$ cat config.mk
export PLATFORM = sky130hd
export DESIGN_NAME = fetch_hazard_ctrl_flat
export DESIGN_NICKNAME = d
export VERILOG_FILES = /design/src/rtl/fetch_ctrl_pkg.sv /design/src/rtl/fetch_hazard_ctrl_if.sv /design/src/rtl/load_use_detect.sv /design/src/rtl/fetch_hazard_ctrl.sv /design/src/flat_wrapper.sv
export SDC_FILE = /design/constraint.sdc
export NUM_CORES = 1
export LEC_CHECK = 0
export CORE_ASPECT_RATIO = 1.75
export CORE_MARGIN = 10
export CORE_UTILIZATION = 49
export DETAILED_ROUTE_END_ITERATION = 7
export GPL_TIMING_DRIVEN = 0
export PLACE_DENSITY_LB_ADDON = 0.3
export SYNTH_ARGS = -nofsm -noshare
export SYNTH_HDL_FRONTEND = slang
export SYNTH_HIERARCHICAL = 1
export SYNTH_SLANG_ARGS = --single-unit
$ cat constraint.sdc
create_clock -name clk -period 3.43 [get_ports clk]
set_input_delay 0.686 -clock clk [delete_from_list [all_inputs] [get_ports clk]]
set_output_delay 0.686 -clock clk [all_outputs]
set_load 0.01 [all_outputs]
$ cat src/rtl/fetch_ctrl_pkg.sv
// Shared encodings for the fetch/hazard sequencing controller.
package fetch_ctrl_pkg;

  // Controller states, visible on state_o.
  localparam logic [1:0] ST_RUN      = 2'd0;
  localparam logic [1:0] ST_STALL    = 2'd1;
  localparam logic [1:0] ST_REDIRECT = 2'd2;
  localparam logic [1:0] ST_HALT     = 2'd3;

  // PC source select values driven into instruction fetch.
  localparam logic [1:0] PC_SEL_SEQ = 2'd0;
  localparam logic [1:0] PC_SEL_BR  = 2'd1;
  localparam logic [1:0] PC_SEL_JMP = 2'd2;

  // Instruction word loaded into a flushed pipeline register (add $0,$0,$0).
  localparam logic [31:0] NOP_INSTR = 32'h0000_0020;

endpackage

$ cat src/rtl/fetch_hazard_ctrl_if.sv
// Pipeline-side hazard inputs and fetch/pipeline-register control outputs.
interface fetch_hazard_ctrl_if #(
  parameter int CNT_W = 16
);
  logic [4:0]       id_rs;
  logic [4:0]       id_rt;
  logic             id_uses_rt;
  logic             id_jump;
  logic             ex_memread;
  logic             ex_regwrite;
  logic [4:0]       ex_rd;
  logic             ex_branch_taken;
  logic             halt_req;
  logic             resume;

  logic             pc_write;
  logic [1:0]       pc_sel;
  logic             ifid_write;
  logic             ifid_flush;
  logic             idex_flush;
  logic [1:0]       state_o;
  logic [CNT_W-1:0] stall_cycles;
  logic [CNT_W-1:0] redirects;

  // Controller side: observes the pipeline, drives the enables/flushes.
  modport master (
    input  id_rs, id_rt, id_uses_rt, id_jump, ex_memread, ex_regwrite,
           ex_rd, ex_branch_taken, halt_req, resume,
    output pc_write, pc_sel, ifid_write, ifid_flush, idex_flush, state_o,
           stall_cycles, redirects
  );

  // Pipeline side: presents hazard information, obeys the controls.
  modport slave (
    output id_rs, id_rt, id_uses_rt, id_jump, ex_memread, ex_regwrite,
           ex_rd, ex_branch_taken, halt_req, resume,
    input  pc_write, pc_sel, ifid_write, ifid_flush, idex_flush, state_o,
           stall_cycles, redirects
  );
endinterface

$ cat src/rtl/load_use_detect.sv
// Load-use hazard compare: a lw in EX whose destination feeds the ID instruction.
module load_use_detect (
  input  logic [4:0] id_rs,
  input  logic [4:0] id_rt,
  input  logic       id_uses_rt,
  input  logic       ex_memread,
  input  logic       ex_regwrite,
  input  logic [4:0] ex_rd,
  output logic       hazard
);
  // $0 is hard-wired, so a load targeting it never creates a dependency.
  assign hazard = ex_memread && ex_regwrite && (ex_rd != 5'd0) &&
                  ((ex_rd == id_rs) || (id_uses_rt && (ex_rd == id_rt)));
endmodule

$ cat src/rtl/fetch_hazard_ctrl.sv
// Pipeline sequencing controller: PC enable/select, IF/ID hold, stage flushes,
// arbitrating branches, jumps, load-use stalls and halt/resume.
module fetch_hazard_ctrl
  import fetch_ctrl_pkg::*;
#(
  parameter int IMEM_LAT   = 1,
  parameter int LOAD_STALL = 1,
  parameter int CNT_W      = 16
) (
  input  logic                clk,
  input  logic                rst,
  fetch_hazard_ctrl_if.master bus
);
  localparam logic [2:0] REDIR_INIT = 3'(IMEM_LAT - 1);
  localparam logic [2:0] STALL_INIT = 3'(LOAD_STALL - 1);

  logic [1:0]       state_q, state_d;
  logic [2:0]       cnt_q, cnt_d;
  logic             halt_pending_q, halt_pending_d;
  logic [CNT_W-1:0] stall_cycles_q, stall_cycles_d;
  logic [CNT_W-1:0] redirects_q, redirects_d;

  logic       hazard;
  logic       redirect_inc;
  logic       pc_write, ifid_write, ifid_flush, idex_flush;
  logic [1:0] pc_sel;

  load_use_detect u_load_use_detect (
    .id_rs      (bus.id_rs),
    .id_rt      (bus.id_rt),
    .id_uses_rt (bus.id_uses_rt),
    .ex_memread (bus.ex_memread),
    .ex_regwrite(bus.ex_regwrite),
    .ex_rd      (bus.ex_rd),
    .hazard     (hazard)
  );

  // Next-state, countdown and control decode from current state and inputs.
  always_comb begin
    // NOTE: every output of this block gets a default first so no path leaves
    // a value unassigned, which would otherwise infer a latch.
    state_d        = state_q;
    cnt_d          = cnt_q;
    halt_pending_d = halt_pending_q;
    pc_write       = 1'b1;
    pc_sel         = PC_SEL_SEQ;
    ifid_write     = 1'b1;
    ifid_flush     = 1'b0;
    idex_flush     = 1'b0;
    redirect_inc   = 1'b0;

    case (state_q)
      ST_RUN: begin
        if (bus.ex_branch_taken) begin
          pc_sel       = PC_SEL_BR;
          ifid_flush   = 1'b1;
          idex_flush   = 1'b1;
          state_d      = ST_REDIRECT;
          cnt_d        = REDIR_INIT;
          redirect_inc = 1'b1;
        end else if (bus.id_jump) begin
          pc_sel       = PC_SEL_JMP;
          ifid_flush   = 1'b1;
          state_d      = ST_REDIRECT;
          cnt_d        = REDIR_INIT;
          redirect_inc = 1'b1;
        end else if (hazard) begin
          pc_write   = 1'b0;
          ifid_write = 1'b0;
          idex_flush = 1'b1;
          state_d    = (LOAD_STALL == 1) ? ST_RUN : ST_STALL;
          cnt_d      = STALL_INIT;
        end else if (bus.halt_req || halt_pending_q) begin
          pc_write       = 1'b0;
          ifid_write     = 1'b0;
          idex_flush     = 1'b1;
          state_d        = ST_HALT;
          halt_pending_d = 1'b0;
        end
      end

      // The RUN cycle that detected the hazard is the first bubble, so STALL
      // covers the remaining LOAD_STALL-1 bubbles and exits as cnt reaches 0.
      ST_STALL: begin
        if (bus.halt_req) halt_pending_d = 1'b1;
        if (bus.ex_branch_taken) begin
          pc_sel       = PC_SEL_BR;
          ifid_flush   = 1'b1;
          idex_flush   = 1'b1;
          state_d      = ST_REDIRECT;
          cnt_d        = REDIR_INIT;
          redirect_inc = 1'b1;
        end else begin
          pc_write   = 1'b0;
          ifid_write = 1'b0;
          idex_flush = 1'b1;
          if (cnt_q <= 3'd1) begin
            state_d = ST_RUN;
            cnt_d   = 3'd0;
          end else begin
            cnt_d = cnt_q - 3'd1;
          end
        end
      end

      // ID contents are stale here; only a new taken branch matters.
      ST_REDIRECT: begin
        if (bus.halt_req) halt_pending_d = 1'b1;
        ifid_flush = 1'b1;
        if (bus.ex_branch_taken) begin
          pc_sel       = PC_SEL_BR;
          idex_flush   = 1'b1;
          cnt_d        = REDIR_INIT;
          redirect_inc = 1'b1;
        end else if (cnt_q == 3'd0) begin
          state_d = ST_RUN;
        end else begin
          cnt_d = cnt_q - 3'd1;
        end
      end

      ST_HALT: begin
        pc_write   = 1'b0;
        ifid_write = 1'b0;
        idex_flush = 1'b1;
        if (bus.resume) state_d = ST_RUN;
      end

      default: state_d = ST_RUN;
    endcase

    stall_cycles_d = stall_cycles_q;
    if (!pc_write && !(&stall_cycles_q)) stall_cycles_d = stall_cycles_q + 1'b1;
    redirects_d = redirects_q;
    if (redirect_inc && !(&redirects_q)) redirects_d = redirects_q + 1'b1;
  end

  // Reset overrides the controls immediately so the pipeline is frozen and
  // flushed for as long as rst is held, independent of the clock.
  always_comb begin
    if (rst) begin
      bus.pc_write   = 1'b0;
      bus.pc_sel     = PC_SEL_SEQ;
      bus.ifid_write = 1'b0;
      bus.ifid_flush = 1'b1;
      bus.idex_flush = 1'b1;
    end else begin
      bus.pc_write   = pc_write;
      bus.pc_sel     = pc_sel;
      bus.ifid_write = ifid_write;
      bus.ifid_flush = ifid_flush;
      bus.idex_flush = idex_flush;
    end
  end

  assign bus.state_o      = state_q;
  assign bus.stall_cycles = stall_cycles_q;
  assign bus.redirects    = redirects_q;

  // State, countdown, pending halt and performance counters.
  always_ff @(posedge clk or posedge rst) begin
    // NOTE: registers use non-blocking assignments so every flop samples the
    // pre-edge values regardless of statement order.
    if (rst) begin
      state_q        <= ST_RUN;
      cnt_q          <= 3'd0;
      halt_pending_q <= 1'b0;
      stall_cycles_q <= '0;
      redirects_q    <= '0;
    end else begin
      state_q        <= state_d;
      cnt_q          <= cnt_d;
      halt_pending_q <= halt_pending_d;
      stall_cycles_q <= stall_cycles_d;
      redirects_q    <= redirects_d;
    end
  end

endmodule

$ cat src/flat_wrapper.sv
// flat-port wrapper written by rule: the top's interface ports become plain ports
module fetch_hazard_ctrl_flat import fetch_ctrl_pkg::*;
#(
  parameter int IMEM_LAT   = 1,
  parameter int LOAD_STALL = 1,
  parameter int CNT_W      = 16
)
  (clk, rst, bus_id_rs, bus_id_rt, bus_id_uses_rt, bus_id_jump, bus_ex_memread, bus_ex_regwrite, bus_ex_rd, bus_ex_branch_taken, bus_halt_req, bus_resume, bus_pc_write, bus_pc_sel, bus_ifid_write, bus_ifid_flush, bus_idex_flush, bus_state_o, bus_stall_cycles, bus_redirects);
  fetch_hazard_ctrl_if #(.CNT_W(CNT_W)) bus_i ();
  input  logic clk;
  input  logic rst;
  input wire logic [$bits(bus_i.id_rs)-1:0] bus_id_rs;
  input wire logic [$bits(bus_i.id_rt)-1:0] bus_id_rt;
  input wire logic [$bits(bus_i.id_uses_rt)-1:0] bus_id_uses_rt;
  input wire logic [$bits(bus_i.id_jump)-1:0] bus_id_jump;
  input wire logic [$bits(bus_i.ex_memread)-1:0] bus_ex_memread;
  input wire logic [$bits(bus_i.ex_regwrite)-1:0] bus_ex_regwrite;
  input wire logic [$bits(bus_i.ex_rd)-1:0] bus_ex_rd;
  input wire logic [$bits(bus_i.ex_branch_taken)-1:0] bus_ex_branch_taken;
  input wire logic [$bits(bus_i.halt_req)-1:0] bus_halt_req;
  input wire logic [$bits(bus_i.resume)-1:0] bus_resume;
  output wire logic [$bits(bus_i.pc_write)-1:0] bus_pc_write;
  output wire logic [$bits(bus_i.pc_sel)-1:0] bus_pc_sel;
  output wire logic [$bits(bus_i.ifid_write)-1:0] bus_ifid_write;
  output wire logic [$bits(bus_i.ifid_flush)-1:0] bus_ifid_flush;
  output wire logic [$bits(bus_i.idex_flush)-1:0] bus_idex_flush;
  output wire logic [$bits(bus_i.state_o)-1:0] bus_state_o;
  output wire logic [$bits(bus_i.stall_cycles)-1:0] bus_stall_cycles;
  output wire logic [$bits(bus_i.redirects)-1:0] bus_redirects;
  assign bus_i.id_rs = bus_id_rs;
  assign bus_i.id_rt = bus_id_rt;
  assign bus_i.id_uses_rt = bus_id_uses_rt;
  assign bus_i.id_jump = bus_id_jump;
  assign bus_i.ex_memread = bus_ex_memread;
  assign bus_i.ex_regwrite = bus_ex_regwrite;
  assign bus_i.ex_rd = bus_ex_rd;
  assign bus_i.ex_branch_taken = bus_ex_branch_taken;
  assign bus_i.halt_req = bus_halt_req;
  assign bus_i.resume = bus_resume;
  assign bus_pc_write = bus_i.pc_write;
  assign bus_pc_sel = bus_i.pc_sel;
  assign bus_ifid_write = bus_i.ifid_write;
  assign bus_ifid_flush = bus_i.ifid_flush;
  assign bus_idex_flush = bus_i.idex_flush;
  assign bus_state_o = bus_i.state_o;
  assign bus_stall_cycles = bus_i.stall_cycles;
  assign bus_redirects = bus_i.redirects;
  fetch_hazard_ctrl #(.IMEM_LAT(IMEM_LAT), .LOAD_STALL(LOAD_STALL), .CNT_W(CNT_W)) u_core (.clk(clk), .rst(rst), .bus(bus_i));
endmodule
==> run summary, run 1 <==
status: finished clean
hold buffers post-CTS: 0
Sink Count: 38
Final Hold Viols: 0
layout cells sized above 1: 15.3%
gr usage total: 15.9%
synthesized area: 0.00246 mm2
drt drc: 0
Layout area overhead: 34.8%
Setup Skew: 0.00749 ns
core footprint: 0.00493 mm2
Ys Warns: 6
Top delay family on crit path: buffers and inverters
die width: 73.6 um
worst rel slew slack: 50.2%
PD cells: 642 mW/mm2
clk buf depth: 2
WL per Instance: 17.8 um
max-slew violation count: 0
Routed Antenna Nets: 0
Root Driver: clkbuf_8
RSZ-0062 raised after global routing: false
IO Port Bufs: 63
fmax: 0.297 GHz
Crit. End Element: primary output
share of the synthesized area in the top cell type: 38.6%
slowest cell on the critical path: clkdlybuf4s50_1
worst-margin pin slew: 0.740 ns
Post-synth EDFFs: 0
final setup fails: 0
IR drop worst, VDD: 0.000479 V
CP max FO: 2
first-pass GRT wire length: 10900 um
vias in the first global route: 2317
Synth Net Count: 272
initial antenna violation count: 0
io pins: 64
CTS tree: done
Multi-input gate area: 0.00148 mm2
routability cong.: 0.824
top post-synthesis cells by area: dfrtp_1, xnor2_1, xor2_1, ha_1, nand3_1
Yosys top cell by area: dfrtp_1
Distinct cells, synth: 60
Core Util, Final: 67.3%
post-placement cell count: 356
worst min path class: reg -> reg
Post-Syn Instances: 239
die span in y: 114 um
final-stage net count: 346
Total Wirelength: 6570 um
crit path kind: in -> out
most frequent cell after synthesis: dfrtp_1
row count: 34
peak per-stage delay on the critical path: 0.42 ns
fin crit period: 3.36 ns
crit path cell chain: clkdlybuf4s50_1 -> xor2_1 -> nor4_2 -> nand3_1 -> a21oi_4 -> nor4b_4 -> nor4b_4 -> buf_6 -> nor2_1 -> buf_4 -> buf_6
full die area: 0.00838 mm2
TritonCTS Buffers: 5
Layout Cells excl Fill: 368
Inserted Diodes: 0
required time of the critical path: 2.74 ns
total gr overflow: 0
max-cap violations: 0
worst path bufs/invs: 4
sequential cell area fraction in the yosys report: 38.6%
vias: 2172
Critical Path Source Type: input port
Yosys reg bits: 38
LEAKAGE: 1.38 nW
Final Cycle Share: 98.0%
first-iteration detailed-routing DRC count: 81
vias per inst: 5.90
commonest cells in the netlist: dfrtp_1, xnor2_1, xor2_1
Initial Util: 49.9%
DP HPWL: 4890 um
async set-reset flop share out of synthesis: 100%
Sequential Area: 951 um2
fill cell count: 412
pin count of the biggest net entering global routing: 41
Avg Cell Area, Syn: 10.3 um2
Synth Flop Type: dfrtp_1
number of H-tree levels: 2
First-pass DRT Iterations: 4
Skew-Pair Late Insertion Delay: 0.29 ns
Clock transition at path regs: 0.07 ns
crit path DAT: 2.68 ns
what timing repair did:
item / 4_1_cts / 5_1_grt
setup buffers: 4 / 0
pin swaps: 8 / 7
setup endpoints to repair: 3 / 3
resized for setup: 27 / 15
final timing paths:
check	to	start	cells after the start	slack [ns]
hold reg to reg	u_core/bus.stall_cycles[14]$_DFFE_PP0P_	u_core/bus.stall_cycles[14]$_DFFE_PP0P_	1	0.50
min in group asynchronous	u_core/cnt_q[2]$_DFFE_PP0P_	rst	2	0.87
setup reg to reg	u_core/bus.stall_cycles[1]$_DFFE_PP0P_	u_core/bus.state_o[1]$_DFFE_PP0P_	8	1.15
max in group asynchronous	u_core/bus.stall_cycles[2]$_DFFE_PP0P_	rst	2	2.20
setup / recovery	bus_pc_write	bus_id_rt[2]	11	0.07
hold / removal	u_core/bus.stall_cycles[14]$_DFFE_PP0P_	u_core/bus.stall_cycles[14]$_DFFE_PP0P_	1	0.50
cell usage in the layout (no fill, tap or decap), types with 5 or more instances in the layout:
cell type and n:
ha_1 9, inv_1 8, nand2_1 14, dfrtp_1 38, clkdlybuf4s50_1 50, o21ai_0 5, nand4_1 7, xnor2_1 19
nor2_1 8, o211ai_1 7, buf_4 5, nand3_1 14, nor3_1 9, xor2_1 18, clkbuf_8 6
layout make-up:
type	count	area share, %
sequential	38	28.6
multi-input combinational	184	44.5
tap	54	2.03
clock inverter	1	0.151
inverter	9	1.09
timing repair buffer	67	19.2
clock buffer	7	2.60
buffer	8	1.81
registers in the layout, indices dropped and copies added (netlist names):
signal,flops
u_core/bus.redirects,16
u_core/bus.stall_cycles,16
u_core/bus.state_o,2
u_core/cnt_q,3
u_core/halt_pending_q,1
through the flow:
stage | TNS (ns) | cell area [um2] | hold slack (ns) | power (mW) | worst slack (ns)
final | 0 | 3320 | 0.500 | 2.13 | 0.0680
after floorplan | 0 | 2460 | 0.497 | 1.36 | 0.0712
after global placement | -3.28 | 3160 | 0.485 | 1.76 | -1.04
after CTS | 0 | 3300 | 0.501 | 2.14 | 0.00212
after global routing | 0 | 3320 | 0.535 | 2.28 | 0.00291
after detailed placement | -3.31 | 3160 | 0.493 | 1.78 | -1.11
per-layer routing:
metal	vias to the layer above	track usage, %	part of all wire [%]
met5	-	0	0
met4	0	6.74	1.6
met3	7	5.22	7.4
met2	83	27.6	52
met1	1042	16.7	39
li1	1040	-	-
report_power, final:
group	leakage [nW]	switching (mW)	internal, mW
Clock	0.0482	0.158	0.162
Combinational	0.827	0.516	0.566
Sequential	0.502	0.172	0.556
cell families after synthesis:
logic type	synth area share [%]
flops	38.6
compound gates	16.3
xor+xnor	13.5
buf+inv	3.55
fa+ha+maj	4.57
simple gates	21.5
mux	1.98
worst register-to-register path, cell delays in order (launching register included):
cell and delay (ns):
dfrtp_1 0.43, inv_1 0.09, ha_1 0.19, buf_6 0.14, o21ai_0 0.30, nor4b_4 0.37
buf_4 0.22, o21a_4 0.14, mux2_4 0.29
Note: power is estimated with default switching activity, not from simulation.
==> inputs of run 2 (changes only) <==
- CAP_MARGIN: unset -> 30
==> results of run 2 <==
Final layout, timing and power as in run 1 (identical DEF).
